<file path="config.mk">
export PLATFORM = sky130hd
export DESIGN_NAME = fetch_ctrl
export DESIGN_NICKNAME = d
export VERILOG_FILES = /design/src/rtl/fetch_ctrl.sv
export SDC_FILE = /design/constraint.sdc
export NUM_CORES = 1
export LEC_CHECK = 0
export BUFFER_PORTS_ARGS = -buffer_cell sky130_fd_sc_hd__buf_2
export CAP_MARGIN = 30
export CORE_ASPECT_RATIO = 2
export CORE_UTILIZATION = 60
export DETAILED_ROUTE_END_ITERATION = 8
export HOLD_SLACK_MARGIN = 0.02
export PLACE_DENSITY = 0.75
export SKIP_CTS_REPAIR_TIMING = 1
export SLEW_MARGIN = 10
export SYNTH_ARGS = -nofsm -noshare
export SYNTH_HDL_FRONTEND = slang
export SYNTH_SLANG_ARGS = --single-unit
</file>
<file path="constraint.sdc">
create_clock -name Clk -period 2.7 [get_ports Clk]
set_clock_uncertainty 0.15 [all_clocks]
set_input_delay 0.27 -clock Clk [delete_from_list [all_inputs] [get_ports Clk]]
set_output_delay 0.27 -clock Clk [all_outputs]
set_load 0.02 [all_outputs]
</file>
<file path="src/rtl/fetch_ctrl.sv">
// Program counter / fetch sequencer: IDLE -> RUN -> DONE, LUT-based absolute and PC-relative branches, saturating RUN cycle counter.
// All outputs come straight from flops; ROM lookup latency is added downstream.
module fetch_ctrl #(
    parameter int D  = 10,
    parameter int LW = 5,
    parameter int OW = 8,
    parameter int CW = 16
) (
    input  logic          Clk,
    input  logic          Reset,
    input  logic          Start,
    input  logic          Stall,
    input  logic          Branch_en,
    input  logic          Branch_rel,
    input  logic [LW-1:0] Target_idx,
    input  logic [OW-1:0] Rel_offset,
    input  logic          Halt_req,
    input  logic          Lut_we,
    input  logic [LW-1:0] Lut_addr,
    input  logic [D-1:0]  Lut_data,
    output logic [D-1:0]  prog_ctr,
    output logic          Running,
    output logic          Done,
    output logic [CW-1:0] Cycle_cnt
);

    localparam int EXT = D - OW;

    typedef enum logic [1:0] {
        IDLE = 2'd0,
        RUN  = 2'd1,
        DONE = 2'd2
    } state_t;

    state_t        state_q, state_d;
    logic [D-1:0]  pc_q, pc_d;
    logic [CW-1:0] cnt_q, cnt_d;
    logic          running_q, running_d;
    logic          done_q, done_d;
    logic [D-1:0]  lut_q [2**LW];

    logic [D-1:0]  rel_ext;
    logic [D-1:0]  abs_tgt;

    assign rel_ext = {{EXT{Rel_offset[OW-1]}}, Rel_offset};
    // Read of the registered array: a same-cycle write is seen only next cycle.
    assign abs_tgt = lut_q[Target_idx];

    always_comb begin
        state_d = state_q;
        pc_d    = pc_q;
        cnt_d   = cnt_q;
        case (state_q)
            IDLE: begin
                pc_d  = '0;
                if (Start) begin
                    state_d = RUN;
                    cnt_d   = '0;
                end
            end
            RUN: begin
                if (cnt_q != {CW{1'b1}}) begin
                    cnt_d = cnt_q + CW'(1);
                end
                if (Halt_req) begin
                    state_d = DONE;
                end else if (Stall) begin
                    pc_d = pc_q;
                end else if (Branch_en && !Branch_rel) begin
                    pc_d = abs_tgt;
                end else if (Branch_en) begin
                    pc_d = pc_q + rel_ext;
                end else begin
                    pc_d = pc_q + D'(1);
                end
            end
            DONE: begin
                if (Start) begin
                    state_d = RUN;
                    pc_d    = '0;
                    cnt_d   = '0;
                end
            end
            default: begin
                state_d = IDLE;
                pc_d    = '0;
                cnt_d   = '0;
            end
        endcase
        running_d = (state_d == RUN);
        done_d    = (state_d == DONE);
    end

    always_ff @(posedge Clk) begin
        if (Reset) begin
            state_q   <= IDLE;
            pc_q      <= '0;
            cnt_q     <= '0;
            running_q <= 1'b0;
            done_q    <= 1'b0;
            for (int i = 0; i < 2**LW; i++) begin
                lut_q[i] <= '0;
            end
        end else begin
            state_q   <= state_d;
            pc_q      <= pc_d;
            cnt_q     <= cnt_d;
            running_q <= running_d;
            done_q    <= done_d;
            if (Lut_we) begin
                lut_q[Lut_addr] <= Lut_data;
            end
        end
    end

    assign prog_ctr  = pc_q;
    assign Running   = running_q;
    assign Done      = done_q;
    assign Cycle_cnt = cnt_q;

endmodule

</file>
# Yosys cells after proc, flatten, opt, wreduce, memory -nomap -nowiden
# Memories as Yosys holds them, arrays and structs flattened.
# Index checks and enable logic that the tools add are counted.
dict set report totals {
  ff_bits 30
  ramBits 320
  inputBits 36
  output_inout_bits 28
  word_cells 46
  memories 1
}
# name depth word_bits rd rd_clocked_by_memory_dff wr line_no
set memory_table {}
lappend memory_table {lut_q 32 10 1 0 32 40} ;# logic [D-1:0] lut_q [2**LW];
dict set report classes {
  add_sub_neg 3
  n_eq_ne 10
  muxes 20
  reduce_logical 7
}
# operator n
set op_table {}
lappend op_table {{10-bit two-way mux} 6}
lappend op_table {{16-bit two-way mux} 2}
lappend op_table {{16-bit one-hot mux with 2 select lines} 1}
lappend op_table {{10-bit one-hot mux with 2 select lines} 1}
lappend op_table {{16-bit by 1-bit adder with 16-bit output, second input constant} 1}
lappend op_table {{16-bit != test, second input constant} 1}
lappend op_table {{10-bit by 1-bit adder with 10-bit output, second input constant} 1}
lappend op_table {{10-bit adder} 1}
lappend op_table {{10-bit OR reduction} 1}
lappend op_table {{2-bit != test, second input constant} 4}
lappend op_table {{1-bit two-way mux} 6}
lappend op_table {{5-bit two-way mux} 1}
lappend op_table {{2-bit by 1-bit == test with 1-bit output, second input constant} 2}
lappend op_table {{2-bit == test, second input constant} 2}
lappend op_table {{2-bit two-way mux} 2}
lappend op_table {{2-bit one-hot mux with 2 select lines} 1}
lappend op_table {{3-bit AND reduction} 1}
lappend op_table {{2-bit zero test} 1}
lappend op_table {{2-bit by 1-bit != test with 1-bit output, second input constant} 1}
lappend op_table {{2-bit AND reduction} 1}
lappend op_table {{2-bit OR reduction} 1}
lappend op_table {{1-bit logical AND} 1}
lappend op_table {{1-bit zero test} 1}

# Depth between registers and ports, before layout
dict set report logic_depth {
  ltp_word 6
  ltp_mapped 9
  ltp_nobuf 8
}

# Least setup slack after synthesis
# No wires, ideal clock.
dict set report synth_path {
  path_kind {input -> register}
  startpoint {in Target_idx[0]}
  endpoint {reg pc_q[5], in the netlist prog_ctr[5]}
  setup_ps 129
  arrival_ps 2109
  required_ps 2421
  path_slack_ps 313
  path_stages 7
  path_cell_list {buf_6 -> buf_2 -> buf_2 -> mux4_2 -> mux4_2 -> nand2_1 -> nand3_1}
}
dict set report synth_between {
  elab_chain_cells 5
}
# item line_no
set synth_lines {}
lappend synth_lines {{start, declared} 15} ;# input logic [LW-1:0] Target_idx,
lappend synth_lines {{memory 32 x 10 bit} n/a}
lappend synth_lines {{10-bit two-way mux} 69} ;# end else if (Branch_en && !Branch_rel) begin
lappend synth_lines {{10-bit two-way mux} 67} ;# end else if (Stall) begin
lappend synth_lines {{10-bit two-way mux} 65} ;# if (Halt_req) begin
lappend synth_lines {{10-bit one-hot mux with 2 select lines} 53} ;# case (state_q)
lappend synth_lines {{end signal, assigned} 106} ;# pc_q <= pc_d;
lappend synth_lines {{end, declared} 36} ;# logic [D-1:0] pc_q, pc_d;
# No other way between the ends. The select of a mux whose other input is x is not followed.
# A chain may end at the register's enable or synchronous reset.

==> results.md <==
* Capture instance of the worst register-to-register path: prog_ctr[6]
* Total CTS buffers at 30
* Core Box Area at 26,900 µm²
* Peak ir drop on the vdd network at 0.621 mV
* Source of the worst register-to-register timing path: prog_ctr[0]
* Clock Sink Count at 350
* Detailed-router iteration count before antenna repair at 8
* Unrepaired setup endpoints after global routing: no
* Detail-routed net length per standard cell at 25.4 µm
* Register area at 10,200 µm²
* Post-synth EDFFs at 320
* Number of design rule violations left after detail routing at 0
* Switching power at 0.00259 W
* Crit. Startpoint: Reset
* Synthesized net count at 1,190
* Final cell count without fillers at 1,633
* Sequential cell area fraction in the yosys report at 62.0%
* Leading cell types in the layout, fill and taps excluded: 327 x sky130_fd_sc_hd__and2_1, 320 x sky130_fd_sc_hd__edfxtp_1, 91 x sky130_fd_sc_hd__mux4_2, 90 x sky130_fd_sc_hd__buf_4, 68 x sky130_fd_sc_hd__nor2_1
* Pins Over Slew Limit at 0
* Starting DRT DRC Count at 858
* Flip-flop and latch count after synthesis at 350
* Cell count of the worst hold path at 4
* Length in cells of the worst reg-to-reg path at 7
* Initial antenna violation count at 0
* Transition time of the tightest slew-check pin at 0.783 ns
* Final WL at 41,500 µm
* Mapped cell area at 16,500 µm²
* Type of destination of the critical path: register
* Die footprint at 28,100 µm²
* Hold crit path type: in2reg
* Pin count of the biggest net entering global routing at 38
* Post-route fraction of the period consumed by the critical path at 89.9%
* Initial core utilization at 61.2%
* Outcome: finished clean
* Proportion of layout cells with a drive suffix above 1 at 23.6%
* Post-route setup TNS at 0 ns
* Maximum buffer depth of the clock tree at 3
* Area overhead of the layout relative to synthesis at 14.0%
* Die W at 119 µm
* Final setup margin at 0.273 ns
* Number of H-tree levels at 1
* Placed cell count at 1,576
* Clock insertion delay at the later pin of the skew report at 0.56 ns
* Share of power burned in the clock network at 38.3%
* Count of endpoints failing setup in the final report at 0
* Commonest non-fill, non-tap cell in the layout: sky130_fd_sc_hd__and2_1
* Worst-case register-to-register setup slack at 0.30 ns
* Total via count in the routed design at 10,165
* Hold Vio Cnt, Final at 0
* Internal power at 0.00918 W
* Maximum achievable frequency at 0.412 GHz
* Count of unique library cells instantiated by Yosys at 49
* # rows at 85
* Overall routing resource usage at 30.7%
* Worst hold-check slack at 0.0101 ns
* Switching portion of total power at 22.0%
* Global route overflow at 0
* Vias in the first global route at 10,598
* Number of nets at the end of the flow at 1,309
* Kind of start point of the critical path: primary input
* Number of max-cap violations at 0
* TritonCTS clock tree: built
* Buffers added on ports at 63
* Data required time at the worst endpoint at 2.97 ns
* Ant. Diodes at 0
* Arrival @ worst endpoint at 2.70 ns
* Worst slack, placed at 0.109 ns
* Syn Inst Count at 1,143
* CP endpoint: lut_q[18][1]
* Portion of synthesized cell area occupied by the leading cell type at 58.4%
* Cell at the root of the clock tree: sky130_fd_sc_hd__clkbuf_16
* Final weighted congestion in routability-driven placement at 0.938
* Wire length of the first global-routing pass at 62,600 µm
* Antenna viol nets, final at 0
* Pwr dens at 628 nW/µm²
* Static Leak at 6.80 nW
* Warning count from the yosys run at 0
* Area taken by multi-input logic gates at 5920 µm²
* Number of filler instances in the final layout at 1,805
* Seq pwr share at 53.2%
* Final critical delay including setup and external delays at 2.43 ns
* Total I/O pin count at 64
* Worst slew slack as a fraction of its limit at 47.6%
* Clock transition at the registers of the reported paths at 0.07 ns
* Maximum net fanout on the critical path at 11
* Top post-synthesis cells by area: sky130_fd_sc_hd__edfxtp_1 58%, sky130_fd_sc_hd__mux4_2 12%, sky130_fd_sc_hd__and2_1 12%
* Final Power at 0.0118 W
* Library cell with the largest summed area after synthesis: sky130_fd_sc_hd__edfxtp_1
* Die height at 236 µm
* Avg Cell Area, Syn at 14.4 µm²
* Post-detailed-placement half-perimeter wirelength at 29,100 µm
* Critical path class: in2reg
* Proportion of synthesized flip-flops having asynchronous set or reset at 0%
* Routed vias/inst at 6.22
* Combinational group share of total power at 8.5%
* Predominant post-synthesis flop cell: sky130_fd_sc_hd__edfxtp_1
power by group through the flow:
stage          registers (W)  clock network, W  logic, W
2_1_floorplan        0.00634                 0  0.000577
3_3_place_gp         0.00637                 0  0.000973
3_5_place_dp         0.00638                 0  0.000988
4_1_cts              0.00627           0.00455  0.000992
5_1_grt              0.00628           0.00476   0.00104
6_report             0.00627           0.00452  0.000996
worst min-delay path by stage:
stage                        from             to  slack (ns)
floorplan                Halt_req           Done        0.29
global placement    Cycle_cnt[15]  Cycle_cnt[15]        0.33
detailed placement  Cycle_cnt[15]  Cycle_cnt[15]        0.35
CTS                      Halt_req     state_q[1]       -0.14
global route                Stall    prog_ctr[3]        0.07
finish                      Start        Running        0.01
critical path: stages:
cell and delay (ns):
sky130_fd_sc_hd__dlygate4sd3_1 0.53, sky130_fd_sc_hd__buf_2 0.21, sky130_fd_sc_hd__nor2b_1 0.18, sky130_fd_sc_hd__nand3b_1 0.42, sky130_fd_sc_hd__buf_4 0.34, sky130_fd_sc_hd__nor2_1 0.51
sky130_fd_sc_hd__and2_1 0.23
per-layer routing:
metal  part of all wire, %  vias to the layer above  global-route usage [%]  routed length [µm]
met5                     0                        -                       0                   0
met4                   6.9                        0                    19.4                2850
met3                   5.5                      114                    3.38                2270
met2                    55                      421                    56.6               22700
met1                    33                     5141                    32.9               13700
li1                      -                     4489                       -                   -
metrics by stage:
stage / util (%) / instance area [µm²]
global route: 69.7 / 18800
global placement: 65.8 / 17700
CTS: 69.6 / 18700
floorplan: - / 16500
finish: 69.7 / 18800
detailed placement: 65.8 / 17700
registers in the layout, indices dropped and copies added (netlist names):
name	flops
Running	1
Cycle_cnt	16
Done	1
state_q	2
prog_ctr	10
lut_q	320
area by class of cell:
| cell class | count | share of cell area [%] |
|---|---|---|
| clock inverters | 15 | 0.974 |
| well taps | 348 | 2.32 |
| clock buffers | 40 | 4.53 |
| flip-flops and latches | 350 | 54.4 |
| inverters | 6 | 0.120 |
| repair buffers | 160 | 6.08 |
| multi-input cells | 714 | 31.5 |
kinds of logic (layout without fill, tap and decap cells):
kind of cell	after synthesis	count (layout)	synth area share (%)
and+or+nand+nor	482	482	17.1
DFF	350	350	62.0
muxes	106	106	13.4
AOI/OAI and AO/OA	98	98	3.69
buffers and inverters	79	221	2.01
xor gates and xnor gates	17	17	0.905
adders and majority gates	11	11	0.882
Yosys cell counts (all sizes together), types with 7 or more instances:
cell type,count
edfxtp,320
nand3,22
a21oi,8
nand2,11
xor2,13
nor3,9
mux2i,14
dfxtp,30
o21ai,51
mux4,91
ha,10
o211ai,9
clkbuf,57
nor2,68
and3,7
and2,327
nand3b,8
buf,16
No activity file was read; power rests on OpenSTA's default activity.
